==> src/rtl/mem_arb_pkg.sv <==
// mem_arb_pkg: types and constants shared by the memory request arbiter.
//   state_t      - arbiter FSM states
//   ARB_FIXED/RR - arbitration mode selectors for the RR_MODE parameter
//   gid_width()  - width of a port index (at least 1 bit)
package mem_arb_pkg;

    typedef enum logic [1:0] {
        IDLE   = 2'd0,
        ACCESS = 2'd1,
        WAIT   = 2'd2,
        DONE   = 2'd3
    } state_t;

    localparam int ARB_FIXED = 0;
    localparam int ARB_RR    = 1;

    // A single port still needs a 1-bit index so grant_id is never zero-width.
    function automatic int gid_width(input int n);
        return (n <= 2) ? 1 : $clog2(n);
    endfunction

endpackage

==> src/rtl/arb_pick.sv <==
// arb_pick: combinational winner selection among requesting ports.
//   req     - per-port request vector
//   rr_ptr  - index of the port served last (round-robin reference)
//   rr_mode - 0: lowest index wins, 1: search upward from rr_ptr+1 with wrap
//   winner  - selected port index (0 when nothing is requesting)
//   any_req - at least one request bit is set
module arb_pick
    import mem_arb_pkg::*;
#(
    parameter int NUM_PORTS = 2,
    parameter int GID_W     = gid_width(NUM_PORTS)
) (
    input  logic [NUM_PORTS-1:0] req,
    input  logic [GID_W-1:0]     rr_ptr,
    input  logic                 rr_mode,
    output logic [GID_W-1:0]     winner,
    output logic                 any_req
);

    // rr_order[k] is the port examined k-th in round-robin mode:
    // (rr_ptr + 1 + k) mod NUM_PORTS, so the last-served port is checked last.
    logic [GID_W-1:0] rr_order [NUM_PORTS];
    logic             found;

    genvar gi;
    generate
        for (gi = 0; gi < NUM_PORTS; gi++) begin : g_order
            assign rr_order[gi] = GID_W'((int'(rr_ptr) + 1 + gi) % NUM_PORTS);
        end
    endgenerate

    always_comb begin
        winner = '0;
        found  = 1'b0;
        for (int i = 0; i < NUM_PORTS; i++) begin
            if (rr_mode) begin
                if (!found && req[rr_order[i]]) begin
                    winner = rr_order[i];
                    found  = 1'b1;
                end
            end else if (!found && req[i]) begin
                winner = GID_W'(i);
                found  = 1'b1;
            end
        end
        any_req = |req;
    end

endmodule

==> src/rtl/mem_arbiter.sv <==
// mem_arbiter: shares one single-port RAM among NUM_PORTS requestors with a
// valid/done handshake. One transaction at a time: IDLE -> ACCESS -> (WAIT) -> DONE.
//   clk, rst                 - clock, asynchronous active-high reset
//   req_valid/write/addr/wdata - per-port requests (addr/wdata packed per port)
//   resp_done                - one-cycle completion pulse for the served port
//   resp_rdata               - last load data, valid with resp_done, held otherwise
//   busy                     - high whenever the FSM is not in IDLE
//   grant_id                 - index of the current or last served port
//   ram_addr/wdata/wen/ren   - RAM command (all registered)
//   ram_rdata                - RAM read data, valid RAM_LATENCY cycles after ram_ren
module mem_arbiter
    import mem_arb_pkg::*;
#(
    parameter int NUM_PORTS   = 2,
    parameter int ADDR_W      = 12,
    parameter int DATA_W      = 32,
    parameter int RAM_LATENCY = 1,
    parameter int RR_MODE     = 0,
    localparam int GID_W      = gid_width(NUM_PORTS)
) (
    input  logic                        clk,
    input  logic                        rst,
    input  logic [NUM_PORTS-1:0]        req_valid,
    input  logic [NUM_PORTS-1:0]        req_write,
    input  logic [NUM_PORTS*ADDR_W-1:0] req_addr,
    input  logic [NUM_PORTS*DATA_W-1:0] req_wdata,
    output logic [NUM_PORTS-1:0]        resp_done,
    output logic [DATA_W-1:0]           resp_rdata,
    output logic                        busy,
    output logic [GID_W-1:0]            grant_id,
    output logic [ADDR_W-1:0]           ram_addr,
    output logic [DATA_W-1:0]           ram_wdata,
    output logic                        ram_wen,
    output logic                        ram_ren,
    input  logic [DATA_W-1:0]           ram_rdata
);

    localparam int   CNT_W = 3;   // holds RAM_LATENCY up to 4
    localparam logic RR_EN = (RR_MODE == ARB_RR);

    state_t               state_reg;
    logic [CNT_W-1:0]     cnt_reg;
    logic                 wr_reg;
    logic [GID_W-1:0]     grant_reg;
    logic [GID_W-1:0]     rr_ptr_reg;
    logic [NUM_PORTS-1:0] resp_done_reg;
    logic [DATA_W-1:0]    resp_rdata_reg;
    logic                 busy_reg;
    logic [ADDR_W-1:0]    ram_addr_reg;
    logic [DATA_W-1:0]    ram_wdata_reg;
    logic                 ram_wen_reg;
    logic                 ram_ren_reg;

    logic [GID_W-1:0]     pick_id;
    logic                 any_req;

    // Per-port views of the packed request buses.
    logic [ADDR_W-1:0]    addr_arr  [NUM_PORTS];
    logic [DATA_W-1:0]    wdata_arr [NUM_PORTS];

    genvar gi;
    generate
        for (gi = 0; gi < NUM_PORTS; gi++) begin : g_unpack
            assign addr_arr[gi]  = req_addr[gi*ADDR_W +: ADDR_W];
            assign wdata_arr[gi] = req_wdata[gi*DATA_W +: DATA_W];
        end
    endgenerate

    arb_pick #(
        .NUM_PORTS (NUM_PORTS),
        .GID_W     (GID_W)
    ) u_pick (
        .req     (req_valid),
        .rr_ptr  (rr_ptr_reg),
        .rr_mode (RR_EN),
        .winner  (pick_id),
        .any_req (any_req)
    );

    // Every output is registered: strobes and busy are set on the edge that
    // enters the state they belong to, so they line up with the state itself.
    always_ff @(posedge clk or posedge rst) begin
        if (rst) begin
            state_reg      <= IDLE;
            cnt_reg        <= '0;
            wr_reg         <= 1'b0;
            grant_reg      <= '0;
            rr_ptr_reg     <= GID_W'(NUM_PORTS - 1);
            resp_done_reg  <= '0;
            resp_rdata_reg <= '0;
            busy_reg       <= 1'b0;
            ram_addr_reg   <= '0;
            ram_wdata_reg  <= '0;
            ram_wen_reg    <= 1'b0;
            ram_ren_reg    <= 1'b0;
        end else begin
            resp_done_reg <= '0;
            case (state_reg)
                IDLE: begin
                    if (any_req) begin
                        // Request fields are captured only here; later changes
                        // on the request buses do not affect this transaction.
                        grant_reg     <= pick_id;
                        wr_reg        <= req_write[pick_id];
                        ram_addr_reg  <= addr_arr[pick_id];
                        ram_wdata_reg <= wdata_arr[pick_id];
                        ram_wen_reg   <= req_write[pick_id];
                        ram_ren_reg   <= ~req_write[pick_id];
                        busy_reg      <= 1'b1;
                        state_reg     <= ACCESS;
                    end
                end
                ACCESS: begin
                    ram_wen_reg <= 1'b0;
                    ram_ren_reg <= 1'b0;
                    if (wr_reg) begin
                        resp_done_reg[grant_reg] <= 1'b1;
                        state_reg                <= DONE;
                    end else begin
                        cnt_reg   <= CNT_W'(RAM_LATENCY);
                        state_reg <= WAIT;
                    end
                end
                WAIT: begin
                    // Counter value 1 marks the cycle in which ram_rdata is valid.
                    if (cnt_reg == CNT_W'(1)) begin
                        resp_rdata_reg           <= ram_rdata;
                        resp_done_reg[grant_reg] <= 1'b1;
                        state_reg                <= DONE;
                    end else begin
                        cnt_reg <= cnt_reg - 1'b1;
                    end
                end
                DONE: begin
                    if (RR_EN) begin
                        rr_ptr_reg <= grant_reg;
                    end
                    busy_reg  <= 1'b0;
                    state_reg <= IDLE;
                end
                default: begin
                    state_reg <= IDLE;
                end
            endcase
        end
    end

    assign resp_done  = resp_done_reg;
    assign resp_rdata = resp_rdata_reg;
    assign busy       = busy_reg;
    assign grant_id   = grant_reg;
    assign ram_addr   = ram_addr_reg;
    assign ram_wdata  = ram_wdata_reg;
    assign ram_wen    = ram_wen_reg;
    assign ram_ren    = ram_ren_reg;

endmodule

==> config.mk <==
export PLATFORM = sky130hd
export DESIGN_NAME = mem_arbiter
export DESIGN_NICKNAME = d
export VERILOG_FILES = /design/src/rtl/mem_arb_pkg.sv /design/src/rtl/arb_pick.sv /design/src/rtl/mem_arbiter.sv
export SDC_FILE = /design/constraint.sdc
export NUM_CORES = 1
export LEC_CHECK = 0
export ABC_AREA = 1
export BUFFER_PORTS_ARGS = -buffer_cell sky130_fd_sc_hd__buf_2
export CAP_MARGIN = 0
export CORE_MARGIN = 8
export CORE_UTILIZATION = 41
export DETAILED_ROUTE_END_ITERATION = 10
export PLACE_DENSITY = 0.86
export SYNTH_ARGS = -nofsm -noshare
export SYNTH_HDL_FRONTEND = slang
export SYNTH_HIERARCHICAL = 1
export SYNTH_SLANG_ARGS = --single-unit
==> constraint.sdc <==
create_clock -name clk -period 2.6 [get_ports clk]
set_input_delay 0.39 -clock clk [delete_from_list [all_inputs] [get_ports clk]]
set_output_delay 0.39 -clock clk [all_outputs]
set_load 0.005 [all_outputs]
==> tab_implementation.tex <==
\begin{tabular}{lr}
\hline
Metric & Value \\
\hline
\multicolumn{2}{l}{\textbf{Global route}} \\
First-pass GRT wire length & 18200 µm \\
Number of global-route vias before repair & 3715 \\
Pin count of the biggest net entering global routing & 61 \\
Residual overflow from global routing & 0 \\
Antenna violations before repair & 0 \\
Tot GR Track Use & 0.1712 \\
\multicolumn{2}{l}{\textbf{Flow run}} \\
Maximum Capacitance Violations & 0 \\
\multicolumn{2}{l}{\textbf{Timing}} \\
Final total negative setup slack & 0 ns \\
Headroom to the max-slew limit & 0.5786 \\
Setup violation total in the final timing report & 0 \\
Hold violation count in the final report & 0 \\
Final min period & 1.880 ns \\
Least-Margin Pin Slew & 0.6307 ns \\
Post-route clock skew & 0.01685 ns \\
Final clock period utilization by the worst path & 0.7231 \\
Setup repair after global routing missed its margin & no \\
Final max-slew violation count & 0 \\
Top achievable clock speed & 531.9 MHz \\
\multicolumn{2}{l}{\textbf{Floorplan}} \\
X dimension of the die & 114.4 µm \\
Initial Utilization & 0.4137 \\
Area of the core region & 9594 µm² \\
Die outline area & 13080 µm² \\
Die H & 114.4 µm \\
I/O Pins & 208 \\
Cell row count & 36 \\
\multicolumn{2}{l}{\textbf{Routing}} \\
Initial drt markers & 271 \\
Average via count per standard cell & 4.597 \\
Routed length per instance & 13.96 µm \\
Drt pass-1 iters & 4 \\
Post-route ant nets & 0 \\
WL final & 11230 µm \\
Drc violations & 0 \\
DR vias & 3696 \\
\multicolumn{2}{l}{\textbf{Layout}} \\
Most frequent standard cell in the layout excluding fill and tap cells & sky130\_fd\_sc\_hd\_\_buf\_2 \\
Area Overhead vs Synth & 34.05\% \\
Layout fillers & 911 \\
Area of the multi-input gates & 1411 µm² \\
Post-Layout Inst Area & 5320 µm² \\
Area used by sequential logic in the layout & 2202 µm² \\
Commonest cells after routing, fill and taps aside & sky130\_fd\_sc\_hd\_\_buf\_2, sky130\_fd\_sc\_hd\_\_nand2\_1, sky130\_fd\_sc\_hd\_\_a21oi\_1, sky130\_fd\_sc\_hd\_\_dfrtp\_1, sky130\_fd\_sc\_hd\_\_nor2\_1 \\
Number of antenna repair diodes & 0 \\
Share of cells above drive strength 1 & 0.3562 \\
Final layout net count & 798 \\
\multicolumn{2}{l}{\textbf{Clocking}} \\
Maximum buffer depth of the clock tree & 2 \\
Clock Root Buffer & sky130\_fd\_sc\_hd\_\_clkbuf\_8 \\
Worst-path clk slew & 0.08 ns \\
Hold Buf Count CTS & 0 \\
Number of instances resized during post-cts repair & 0 \\
CTS Buf Count & 9 \\
Number of levels the H-tree was split into & 3 \\
Setup Fix Bufs, Post-CTS & 0 \\
TritonCTS clock tree & built \\
\# clock sinks & 88 \\
Worst skew pair latency & 0.35 ns \\
\multicolumn{2}{l}{\textbf{Placed design}} \\
Routability-driven placement congestion ratio & 0.8609 \\
Detailed-placement wirelength estimate & 8437 µm \\
Number of buffers added on ports & 207 \\
Instance area after placement & 5089 µm² \\
\multicolumn{2}{l}{\textbf{Logic synthesis}} \\
Library cells used by synthesis & 21 \\
Synth top area share & 0.5549 \\
Seq/Total Area, Yosys & 0.5549 \\
Mean instance size in the synthesized netlist & 8.499 µm² \\
Largest cells by area after synthesis & sky130\_fd\_sc\_hd\_\_dfrtp\_1, sky130\_fd\_sc\_hd\_\_a21oi\_1, sky130\_fd\_sc\_hd\_\_nand2\_1 \\
Biggest area consumer among synthesized cells & sky130\_fd\_sc\_hd\_\_dfrtp\_1 \\
Post-synthesis instance area & 3969 µm² \\
Yosys reg bits & 88 \\
Number of standard cells after synthesis & 467 \\
Synth warn & 8 \\
\multicolumn{2}{l}{\textbf{Power and ir drop}} \\
Power per unit of standard cell area & 1120 nW/µm² \\
Peak supply drop & 0.5819 mV \\
Static Leakage & 0.002852 µW \\
\multicolumn{2}{l}{\textbf{Setup path}} \\
Crit Path Class & reg -> reg \\
Critical Path Start Type & flop \\
Required time of the worst setup path & 2.86 ns \\
CP Capture Type & flop \\
Critical path data arrival time & 2.14 ns \\
Max FO, Critical Path & 31 \\
\multicolumn{2}{l}{\textbf{Min path}} \\
Worst min path class & in -> async \\
\multicolumn{2}{l}{\textbf{Status}} \\
Outcome & finished clean \\
\hline
\end{tabular}
final cells by class:
cell class | count | share of cell area
Sequential cell | 88 | 0.4139
Timing Repair Buffer | 213 | 0.2103
Clock buffer | 12 | 0.02916
Inverter | 49 | 0.03575
Tap cell | 133 | 0.03128
Clock inverter | 4 | 0.01435
Multi-Input combinational cell | 305 | 0.2653
routing by layer:
metal,track usage,share of wire
met4,0.05856,0.019
met5,0,0
met1,0.2085,0.41
met3,0.05538,0.084
met2,0.2783,0.49
stage by stage:
step | util | total power (µW) | hold WS (ns) | worst slack (ns) | instances
floorplan | - | 3914 | 0.4419 | 1.188 | 468
global placement | 0.5304 | 4855 | 0.4553 | 0.7777 | 788
detailed placement | 0.5304 | 4962 | 0.4589 | 0.7061 | 788
CTS | 0.5545 | 6058 | 0.1275 | 0.6875 | 804
global route | 0.5545 | 6513 | 0.1624 | 0.5041 | 804
finish | 0.5545 | 5961 | 0.1230 | 0.7198 | 804
critical path, stage by stage (launching register included):
cell                      delay, ns
sky130_fd_sc_hd__dfrtp_1       0.42
sky130_fd_sc_hd__inv_1         0.10
sky130_fd_sc_hd__ha_1          0.24
sky130_fd_sc_hd__nand2_2       0.29
sky130_fd_sc_hd__buf_4         0.40
sky130_fd_sc_hd__o21ai_0       0.18
sky130_fd_sc_hd__o21ai_0       0.17
synth_stat cells (all sizes together):
library cell,number
o21ai,37
ha,6
nand4,3
nand3,8
conb,1
nor2,49
inv,49
clkbuf,1
buf,25
dfrtp,88
a21oi,89
or2,2
nand2,109
worst paths after layout:
kind                                   to  cells past startpoint           from  slack, ns
setup / recovery                  ram_ren                      6   state_reg[0]       0.72
hold / removal             resp_rdata[27]                      2            rst       0.12
setup reg to reg                  ram_ren                      6   state_reg[0]       0.72
hold reg to reg                cnt_reg[1]                      2     cnt_reg[1]       0.48
max in group asynchronous    state_reg[0]                      3            rst       1.78
min in group clk            ram_wdata[29]                      3  req_wdata[61]       0.27
report_power, final:
group	switching (µW)	internal [µW]	leakage (µW)
Sequential	356	2050	0.00104
Clock	479	597	0.000113
Combinational	1400	1080	0.00170
Total	2240	3720	0.00285
cells by family after synthesis:
kind of cell	synth area share
AND/OR/NAND/NOR	0.1687
AO/OA/AOI/OAI	0.1627
flip-flops	0.5549
buffers and inverters	0.09395
adder cells (fa/ha/maj)	0.01892
other	0.0009449
Note: power is estimated with default switching activity, not from simulation.
